$ cat src/rtl/pkt_hdr_extractor.sv
// Taps an AXI-Stream and captures the first HDR_BEATS beats of each packet
// into a header vector with a byte count, handed off over valid/ready.
module pkt_hdr_extractor #(
    parameter int C_S_AXIS_DATA_WIDTH = 256,
    parameter int HDR_BEATS           = 4
) (
    input  logic                                     clk,
    input  logic                                     reset,
    input  logic [C_S_AXIS_DATA_WIDTH-1:0]           s_axis_tdata,
    input  logic [C_S_AXIS_DATA_WIDTH/8-1:0]         s_axis_tkeep,
    input  logic                                     s_axis_tvalid,
    input  logic                                     s_axis_tready,
    input  logic                                     s_axis_tlast,
    output logic                                     m_phv_valid,
    input  logic                                     m_phv_ready,
    output logic [C_S_AXIS_DATA_WIDTH*HDR_BEATS-1:0] m_phv_hdr,
    output logic [7:0]                               m_phv_len,
    output logic [15:0]                              drop_cnt
);

    localparam int DW = C_S_AXIS_DATA_WIDTH;
    localparam int KW = DW / 8;
    localparam int HW = DW * HDR_BEATS;
    localparam int IW = $clog2(HDR_BEATS + 1);

    typedef enum logic [1:0] {
        IDLE,
        CAPTURE,
        SKIP
    } state_t;

    state_t          state;
    state_t          state_nxt;
    logic [IW-1:0]   beat_idx;
    logic [HW-1:0]   cap_buf;
    logic [7:0]      len_acc;
    logic            cap_done;

    logic            beat;
    logic            last_slot;
    logic            first;
    logic            store;
    logic            complete;
    logic            out_free;
    logic [DW-1:0]   beat_data;
    logic [7:0]      beat_bytes;

    assign beat      = s_axis_tvalid & s_axis_tready;
    assign last_slot = (beat_idx == IW'(HDR_BEATS - 1));
    assign out_free  = !m_phv_valid || m_phv_ready;

    always_comb begin
        beat_data  = '0;
        beat_bytes = '0;
        for (int i = 0; i < KW; i++) begin
            beat_data[i*8 +: 8] = s_axis_tkeep[i] ? s_axis_tdata[i*8 +: 8] : 8'h00;
            beat_bytes          = beat_bytes + 8'(s_axis_tkeep[i]);
        end
    end

    always_ff @(posedge clk or posedge reset) begin
        if (reset) begin
            state <= IDLE;
        end else begin
            state <= state_nxt;
        end
    end

    always_comb begin
        state_nxt = state;
        unique case (state)
            IDLE: begin
                if (beat && !s_axis_tlast) begin
                    state_nxt = CAPTURE;
                end
            end
            CAPTURE: begin
                if (beat && s_axis_tlast) begin
                    state_nxt = IDLE;
                end else if (beat && last_slot) begin
                    state_nxt = SKIP;
                end
            end
            SKIP: begin
                if (beat && s_axis_tlast) begin
                    state_nxt = IDLE;
                end
            end
            default: state_nxt = IDLE;
        endcase
    end

    always_comb begin
        first    = 1'b0;
        store    = 1'b0;
        complete = 1'b0;
        unique case (state)
            IDLE: begin
                first    = beat;
                complete = beat && s_axis_tlast;
            end
            CAPTURE: begin
                store    = beat;
                complete = beat && (s_axis_tlast || last_slot);
            end
            default: begin
                first    = 1'b0;
            end
        endcase
    end

    // The capture buffer doubles as the staging register: the output loads
    // from it one edge after completion, the same edge a new packet may overwrite it.
    always_ff @(posedge clk or posedge reset) begin
        if (reset) begin
            beat_idx <= '0;
            len_acc  <= '0;
            cap_buf  <= '0;
            cap_done <= 1'b0;
        end else begin
            cap_done <= complete;
            if (first) begin
                cap_buf  <= {{(HW - DW){1'b0}}, beat_data};
                len_acc  <= beat_bytes;
                beat_idx <= s_axis_tlast ? '0 : IW'(1);
            end else if (store) begin
                for (int k = 0; k < HDR_BEATS; k++) begin
                    if (beat_idx == IW'(k)) begin
                        cap_buf[k*DW +: DW] <= beat_data;
                    end
                end
                len_acc  <= len_acc + beat_bytes;
                beat_idx <= complete ? '0 : beat_idx + IW'(1);
            end
        end
    end

    always_ff @(posedge clk or posedge reset) begin
        if (reset) begin
            m_phv_valid <= 1'b0;
            m_phv_hdr   <= '0;
            m_phv_len   <= '0;
            drop_cnt    <= '0;
        end else if (cap_done) begin
            if (out_free) begin
                m_phv_valid <= 1'b1;
                m_phv_hdr   <= cap_buf;
                m_phv_len   <= len_acc;
            end else if (drop_cnt != 16'hFFFF) begin
                drop_cnt <= drop_cnt + 16'd1;
            end
        end else if (m_phv_valid && m_phv_ready) begin
            m_phv_valid <= 1'b0;
        end
    end

endmodule

$ cat config.mk
export PLATFORM = sky130hd
export DESIGN_NAME = pkt_hdr_extractor
export DESIGN_NICKNAME = d
export VERILOG_FILES = /design/src/rtl/pkt_hdr_extractor.sv
export SDC_FILE = /design/constraint.sdc
export NUM_CORES = 2
export LEC_CHECK = 0
export ABC_AREA = 1
export BUFFER_PORTS_ARGS = -buffer_cell sky130_fd_sc_hd__buf_2
export CORE_AREA = 2 2 524 526
export DETAILED_ROUTE_END_ITERATION = 10
export DIE_AREA = 0 0 526 528
export GPL_TIMING_DRIVEN = 0
export HOLD_SLACK_MARGIN = 0.15
export PLACE_DENSITY = 0.57
export REMOVE_ABC_BUFFERS = 1
export SYNTH_ARGS = -nofsm -noshare
export SYNTH_HDL_FRONTEND = slang
export SYNTH_SLANG_ARGS = --single-unit
$ cat constraint.sdc
create_clock -name clk -period 89 [get_ports clk]
set_input_delay 17.8 -clock clk [delete_from_list [all_inputs] [get_ports clk]]
set_output_delay 17.8 -clock clk [all_outputs]
set_load 0.02 [all_outputs]
# Word level (Yosys, flattened, before mapping)
# Index checks and enable logic that the tools add are counted.
dict set report word_totals {
  ff_bits 2087
  inputBits 294
  output_inout_bits 1049
  elab_cells 138
}
dict set report op_classes {
  addsub 34
  n_eq_ne 10
  mux 55
  n_bitwise 2
  reduce_logical 25
}
# operator count
set ops {}
lappend ops {{$mux 1024} 2}
lappend ops {{$mux 256} 4}
lappend ops {{$mux 8} 34}
lappend ops {{$add 8x1->8} 24}
lappend ops {{$add 16x1->16 const B} 1}
lappend ops {{$ne 16x16->1 const B} 1}
lappend ops {{$reduce_and 2->1} 6}
lappend ops {{$reduce_bool 2->1} 6}
lappend ops {{$mux 3} 3}
lappend ops {{$add 7x1->8} 1}
lappend ops {{$add 8x8->8} 1}
lappend ops {{$mux 2} 4}
lappend ops {{$add 6x1->7} 1}
lappend ops {{$add 5x1->6} 1}
lappend ops {{$eq 3x2->1 const B} 2}
lappend ops {{$mux 1} 6}
lappend ops {{$pmux 2 s3} 1}
lappend ops {{$reduce_and 3->1} 2}
lappend ops {{$add 4x1->5} 1}
lappend ops {{$logic_and 1x1->1} 5}
lappend ops {{$add 3x1->4} 1}
lappend ops {{$ne 2x2->1 const B} 2}
lappend ops {{$add 2x1->3} 1}
lappend ops {{$add 3x1->3 const B} 1}
lappend ops {{13 further kinds} 15}

# Longest topological paths before layout
dict set report depth {
  word_depth 34
  depth_mapped 27
  ltp_nobuf 25
}

# Least setup slack after synthesis
# Ideal clock, no wire load.
dict set report synth_timing {
  path_kind {input to register}
  startpoint {in s_axis_tkeep[0]}
  endpoint {reg len_acc[4]}
  arrival_ps 23243
  required_ps 88866
  setup_slack_ps 65623
  cell_stages 24
  path_cell_list {clkbuf_1 > clkbuf_1 > inv_1 > fa_1 > fa_1 > inv_1 > fa_1 > fa_1 > fa_1 > inv_1 > fa_1 > inv_1 > ha_1 > nand3_1 > nand2_1 > or2_2 > nand2_1 > inv_1 > ha_1 > a21oi_1 > nand2_1 > or2_2 > nand3_1 > o211ai_1}
}
dict set report synth_via {
  elab_chain_len 34
}
# item line
set synth_rtl {}
lappend synth_rtl {{start, declared} 10} ;# input logic [C_S_AXIS_DATA_WIDTH/8-1:0] s_axis_tkeep,
lappend synth_rtl {{$add 1x1->2 *} 57} ;# beat_bytes = beat_bytes + 8'(s_axis_tkeep[i]);
lappend synth_rtl {{$add 2x1->3 *} 57}
lappend synth_rtl {{$add 3x1->4 *} 57}
lappend synth_rtl {{$add 4x1->5 *} 57}
lappend synth_rtl {{$add 5x1->6 *} 57}
lappend synth_rtl {{$add 6x1->7 *} 57}
lappend synth_rtl {{$add 7x1->8 *} 57}
lappend synth_rtl {{$add 8x1->8 * (24 in series)} 57}
lappend synth_rtl {{$add 8x8->8} 132} ;# len_acc <= len_acc + beat_bytes;
lappend synth_rtl {{$mux 8} 126} ;# end else if (store) begin
lappend synth_rtl {{$mux 8 *} 122} ;# if (first) begin
lappend synth_rtl {{end signal, assigned} 124} ;# len_acc <= beat_bytes;
lappend synth_rtl {{end signal, assigned} 132}
lappend synth_rtl {{end, declared} 36} ;# logic [7:0] len_acc;
# Mark *: on every way between the ends. The rest lies on a longest branch, timed or not. The select of a mux whose other input is x is not followed.
# A chain may end at the register's enable or synchronous reset.

# Worst setup path after layout
# Ends and elaborated chain as after synthesis.

==> results summary <==
The CTS tree is done. The area of the core came out at 272000 µm². Measured against its own limit, the worst slew margin works out to 0.386. The final worst-path cycle share came out at 0.261.

Traced cell by cell, the critical path runs through buf_2, inv_1, fa_1, fa_1, inv_1, fa_1, fa_1, fa_1, inv_1, fa_1, inv_1, ha_1, a21oi_1, nand2_1, or2_2, nand2_1, inv_1, ha_1, a21oi_1, nand2_1, or2_2, nand3_1, o211ai_1. The final critical path time including I/O delays and setup is between 20 and 25 ns. The ratio of cells with drive above 1 in the final layout came out at 0.363. The fraction of registers with async set or reset after synthesis came out at 1.00. The remaining routing DRC violations is 0. The count of endpoints failing hold in the final timing report came out at 0. At the pin with the least slew margin, the transition time is a little over 0.9 ns. The post-route clock skew is approximately 0.040 ns.

Detailed placement finished with a half-perimeter wire length of approximately 190000 µm. The end of the worst register-to-register path is m_phv_hdr[553]$_DFFE_PP0P_. The post-synthesis register bit count came out at 2087. In this design, the largest share of critical-path delay is due to adder cells.

The worst setup path is captured at a flip-flop. The combined area of all synthesized cells came out at approximately 79000 µm². After the flow finishes, the layout carries non-filler instances totaling between 10k and 15k. The post-route antenna net violation count is 0.

The netlist uses 38 different library cells. After detailed placement, the total cell area comes to 91300 µm². The CTS sink count is between 2k and 2.5k. Post-CTS timing repair inserted 0 buffers for setup. Buffers placed on the I/O ports in this run total 1342. The number of global-route vias before repair came out at around 55k.

Gates resized during post-CTS repair numbered 0. The count of synthesis-stage warnings from yosys came out at 0. The die area is between 200000 and 300000 µm². The critical path's largest stage delay is roughly 0.63 ns.

The slowest stage of the critical path is the sky130_fd_sc_hd__fa_1 cell. The critical path contains buffers and inverters numbering 6 combined. The number of pins exceeding their max-slew limit in the final report is 0.

The number of antenna violations at the first check in global routing came out at between 80 and 90. The number of standard-cell rows in the floorplan is ~190. The setup TNS came out at 0 ns. Counting instances, the worst hold path has a depth of 2. Power comes to approximately 3.8 mW. The peak supply drop came out at approximately 0.000021 V.

The relative area change from synthesis to final layout came out at 24.2%. The highest clock frequency the design can meet came out at 43.0 MHz. The number of synthesized flops with an enable pin came out at 0. The power per cell area is between 30 and 40 nW/µm². Setup repair after global routing left no endpoint under its margin. The routed layout has between 50k and 60k vias. For this run, the share of the core covered by cells in the final layout is 0.362. STA classifies the critical path startpoint as an input port. The setup check on the worst reg-to-reg path leaves a slack of 84.71 ns.

Across every metal layer, demand over resource in global routing totals 0.183. The data arrival time of the worst path is ~24 ns. The startpoint identified for the worst hold timing path is cap_buf[757]$_DFFE_PP0P_.

The final weighted congestion of routability-driven global placement is about 0.84. The clock latency reported for the late side of the worst-skew pair is 0.87 ns. The number of vias per cell came out at roughly 4.7.

The floorplan die width came out at 526 µm. The hold-fix buffer count after cts came out at 0. The deepest level of the CTS H-tree is 4. The kind of path behind the tightest hold check is flip-flop to flip-flop.

Among all flip-flop cells after synthesis, the most frequent one is sky130_fd_sc_hd__dfrtp_1. Prior to clock tree synthesis, the placed netlist has a worst setup slack of 64.83 ns. The starting DRC count in detailed routing is 3568. The top-area cell type share of the netlist area came out at 0.657.

The number of placed cells counting well taps came out at 11.1k. The tree is rooted in a sky130_fd_sc_hd__clkbuf_16. The flow ran to the end, and the final reports show no timing, DRC or antenna violations.

The number of failing setup endpoints in the final timing report came out at 0. The summed area of non-filler cells in the final layout came out at roughly 100000 µm². The number of nets at the end of the flow is between 8k and 9k. The number of max-capacitance violations reported came out at 0. The global-route congestion overflow total came out at 0. The worst register-to-register path begins at cap_done$_DFF_PP0_.

The worst min-delay path endpoint is cap_buf[757]$_DFFE_PP0P_. Entering global routing, the biggest net connects between 100 and 150 pins. The final critical-path setup slack came out at 65.76 ns. The height of the die is 528 µm. Summed over all instances, the cell type with the most area after synthesis is sky130_fd_sc_hd__dfrtp_1. The initial core utilization is 0.292. The CTS clock-pin slew for the worst setup and hold paths is roughly 0.060 ns. Dividing the detail-routed wire length by the instance count gives approximately 23 µm. Ranked by total cell area, the synthesized netlist is headed by sky130_fd_sc_hd__dfrtp_1 66%, sky130_fd_sc_hd__mux2_2 15%, sky130_fd_sc_hd__nand2_1 6.4%. The tightest hold path in the finished design has a slack of 0.476 ns. The number of buffers created by CTS came out at approximately 220. The average instance area after synthesis is 12.3 µm². The first global-routing pass estimated around 380000 µm of wire. The I/O pin count is ~1.3k. The sequential-to-total area share from yosys stat is 0.657. Counting stages on the worst path, the most repeated cell is sky130_fd_sc_hd__fa_1.

The number of buffers on the longest clock path came out at 4. The count of mapped cells out of synthesis came out at roughly 6.5k. The cell count of the worst reg-to-reg path is 9.

The length of the first detailed-routing pass in iterations is 5. Wires add up to about 260000 µm. STA puts the critical path data required time at around 90 ns. The total leakage power is 49.4 nW.

The critical path is of the input port to flip-flop type. The largest fanout on the critical path came out at 17.
[worst max path at each step]
stage | startpoint | to | slack, ns | cells past startpoint
6_report | s_axis_tkeep[0] | len_acc[4]$_DFFE_PP0P_ | 65.76 | 23
5_1_grt | s_axis_tkeep[0] | len_acc[4]$_DFFE_PP0P_ | 65.43 | 23
4_1_cts | s_axis_tkeep[1] | len_acc[7]$_DFFE_PP0P_ | 65.77 | 22
3_5_place_dp | s_axis_tkeep[1] | len_acc[7]$_DFFE_PP0P_ | 64.83 | 22
3_3_place_gp | reset | cap_buf[287]$_DFFE_PP0P_ | -8.29 | 2
2_1_floorplan | reset | beat_idx[0]$_DFFE_PP0P_ | 12.24 | 1
[registers in the layout, indices dropped and copies added, names as in the netlist]
register,count
m_phv_hdr,1024
state,2
m_phv_len,8
m_phv_valid,1
len_acc,8
beat_idx,3
cap_done,1
drop_cnt,16
cap_buf,1024
[where the power goes]
group | switching, mW | internal (mW)
logic | 0.821 | 0.496
registers | 0.213 | 1.35
clock network | 0.390 | 0.539
total | 1.42 | 2.39
[per-layer routing]
| layer | wire, µm | vias to the layer above | GRT usage |
|---|---|---|---|
| li1 | - | 24400 | - |
| met1 | 104000 | 27100 | 0.222 |
| met2 | 122000 | 1646 | 0.299 |
| met3 | 24400 | 444 | 0.0692 |
| met4 | 9040 | 26 | 0.0581 |
| met5 | 183 | - | 0 |
[cells in the mapped netlist, drive strengths merged (10+ instances only)]
cell type and n:
dfrtp 2087, o21ai 1042, nor2 29, mux2 1029, nand2 1373, fa 25, a21oi 10, inv 84
ha 20, clkbuf 120, nand3 278, buf 313
[worst min-delay path: cells and delay by family, from the launching register on]
| kind | cells | cell delay (ns) |
|---|---|---|
| compound gates | 1 | 0.05 |
| flops | 1 | 0.34 |
| simple gates | 1 | 0.05 |
[cells by family (layout without fill, tap and decap cells)]
kind of cell             Yosys count  after routing  synth area share
multiplexers                    1029           1029             0.146
buffers and inverters            518           1942            0.0326
AND/OR/NAND/NOR                 1699           1699            0.0858
other                              0             33                 0
flip-flops                      2087           2087             0.657
adder cells (fa/ha/maj)           45             45           0.00944
AO/OA/AOI/OAI                   1060           1060            0.0681
XOR/XNOR                          12             12           0.00132
[area by class of cell]
cell class | instances | area [µm²]
multi-input cells | 3845 | 24700
well taps | 3589 | 4490
diodes | 33 | 82.6
inverters | 85 | 337
clock inverters | 67 | 828
flip-flops and latches | 2087 | 52200
clock buffers | 329 | 6450
fillers | 26700 | 174000
repair buffers | 1461 | 9610
[layout by cell type, fill, tap and decap left out, types with 2 or more instances in the layout]
cell                         count
sky130_fd_sc_hd__nand4_1         7
sky130_fd_sc_hd__inv_6           9
sky130_fd_sc_hd__nand2_2        11
sky130_fd_sc_hd__o21ai_2        10
sky130_fd_sc_hd__xnor2_1         7
sky130_fd_sc_hd__nor2_1         27
sky130_fd_sc_hd__o21ai_1       781
sky130_fd_sc_hd__clkbuf_16     224
sky130_fd_sc_hd__nand3b_1        3
sky130_fd_sc_hd__clkinvlp_4      5
sky130_fd_sc_hd__ha_1           20
sky130_fd_sc_hd__clkinv_2       30
sky130_fd_sc_hd__bufinv_16      13
sky130_fd_sc_hd__inv_1          80
sky130_fd_sc_hd__dfrtp_1      2087
sky130_fd_sc_hd__o21ai_0       250
sky130_fd_sc_hd__a31oi_4         3
sky130_fd_sc_hd__xor2_1          5
sky130_fd_sc_hd__nand2_1      1361
sky130_fd_sc_hd__buf_16         68
sky130_fd_sc_hd__clkinv_16       3
sky130_fd_sc_hd__clkinv_8        2
sky130_fd_sc_hd__buf_2        1342
sky130_fd_sc_hd__o22ai_1         2
sky130_fd_sc_hd__fa_1           25
sky130_fd_sc_hd__nand3_1       278
sky130_fd_sc_hd__diode_2        33
sky130_fd_sc_hd__clkinv_4        3
sky130_fd_sc_hd__a21oi_1        10
sky130_fd_sc_hd__clkbuf_8       45
sky130_fd_sc_hd__clkbuf_1       60
sky130_fd_sc_hd__nor3_1          6
sky130_fd_sc_hd__mux2_2       1029
sky130_fd_sc_hd__or2_2           3
sky130_fd_sc_hd__inv_8           4
sky130_fd_sc_hd__buf_12         51
(Power assumes the default switching activity.)
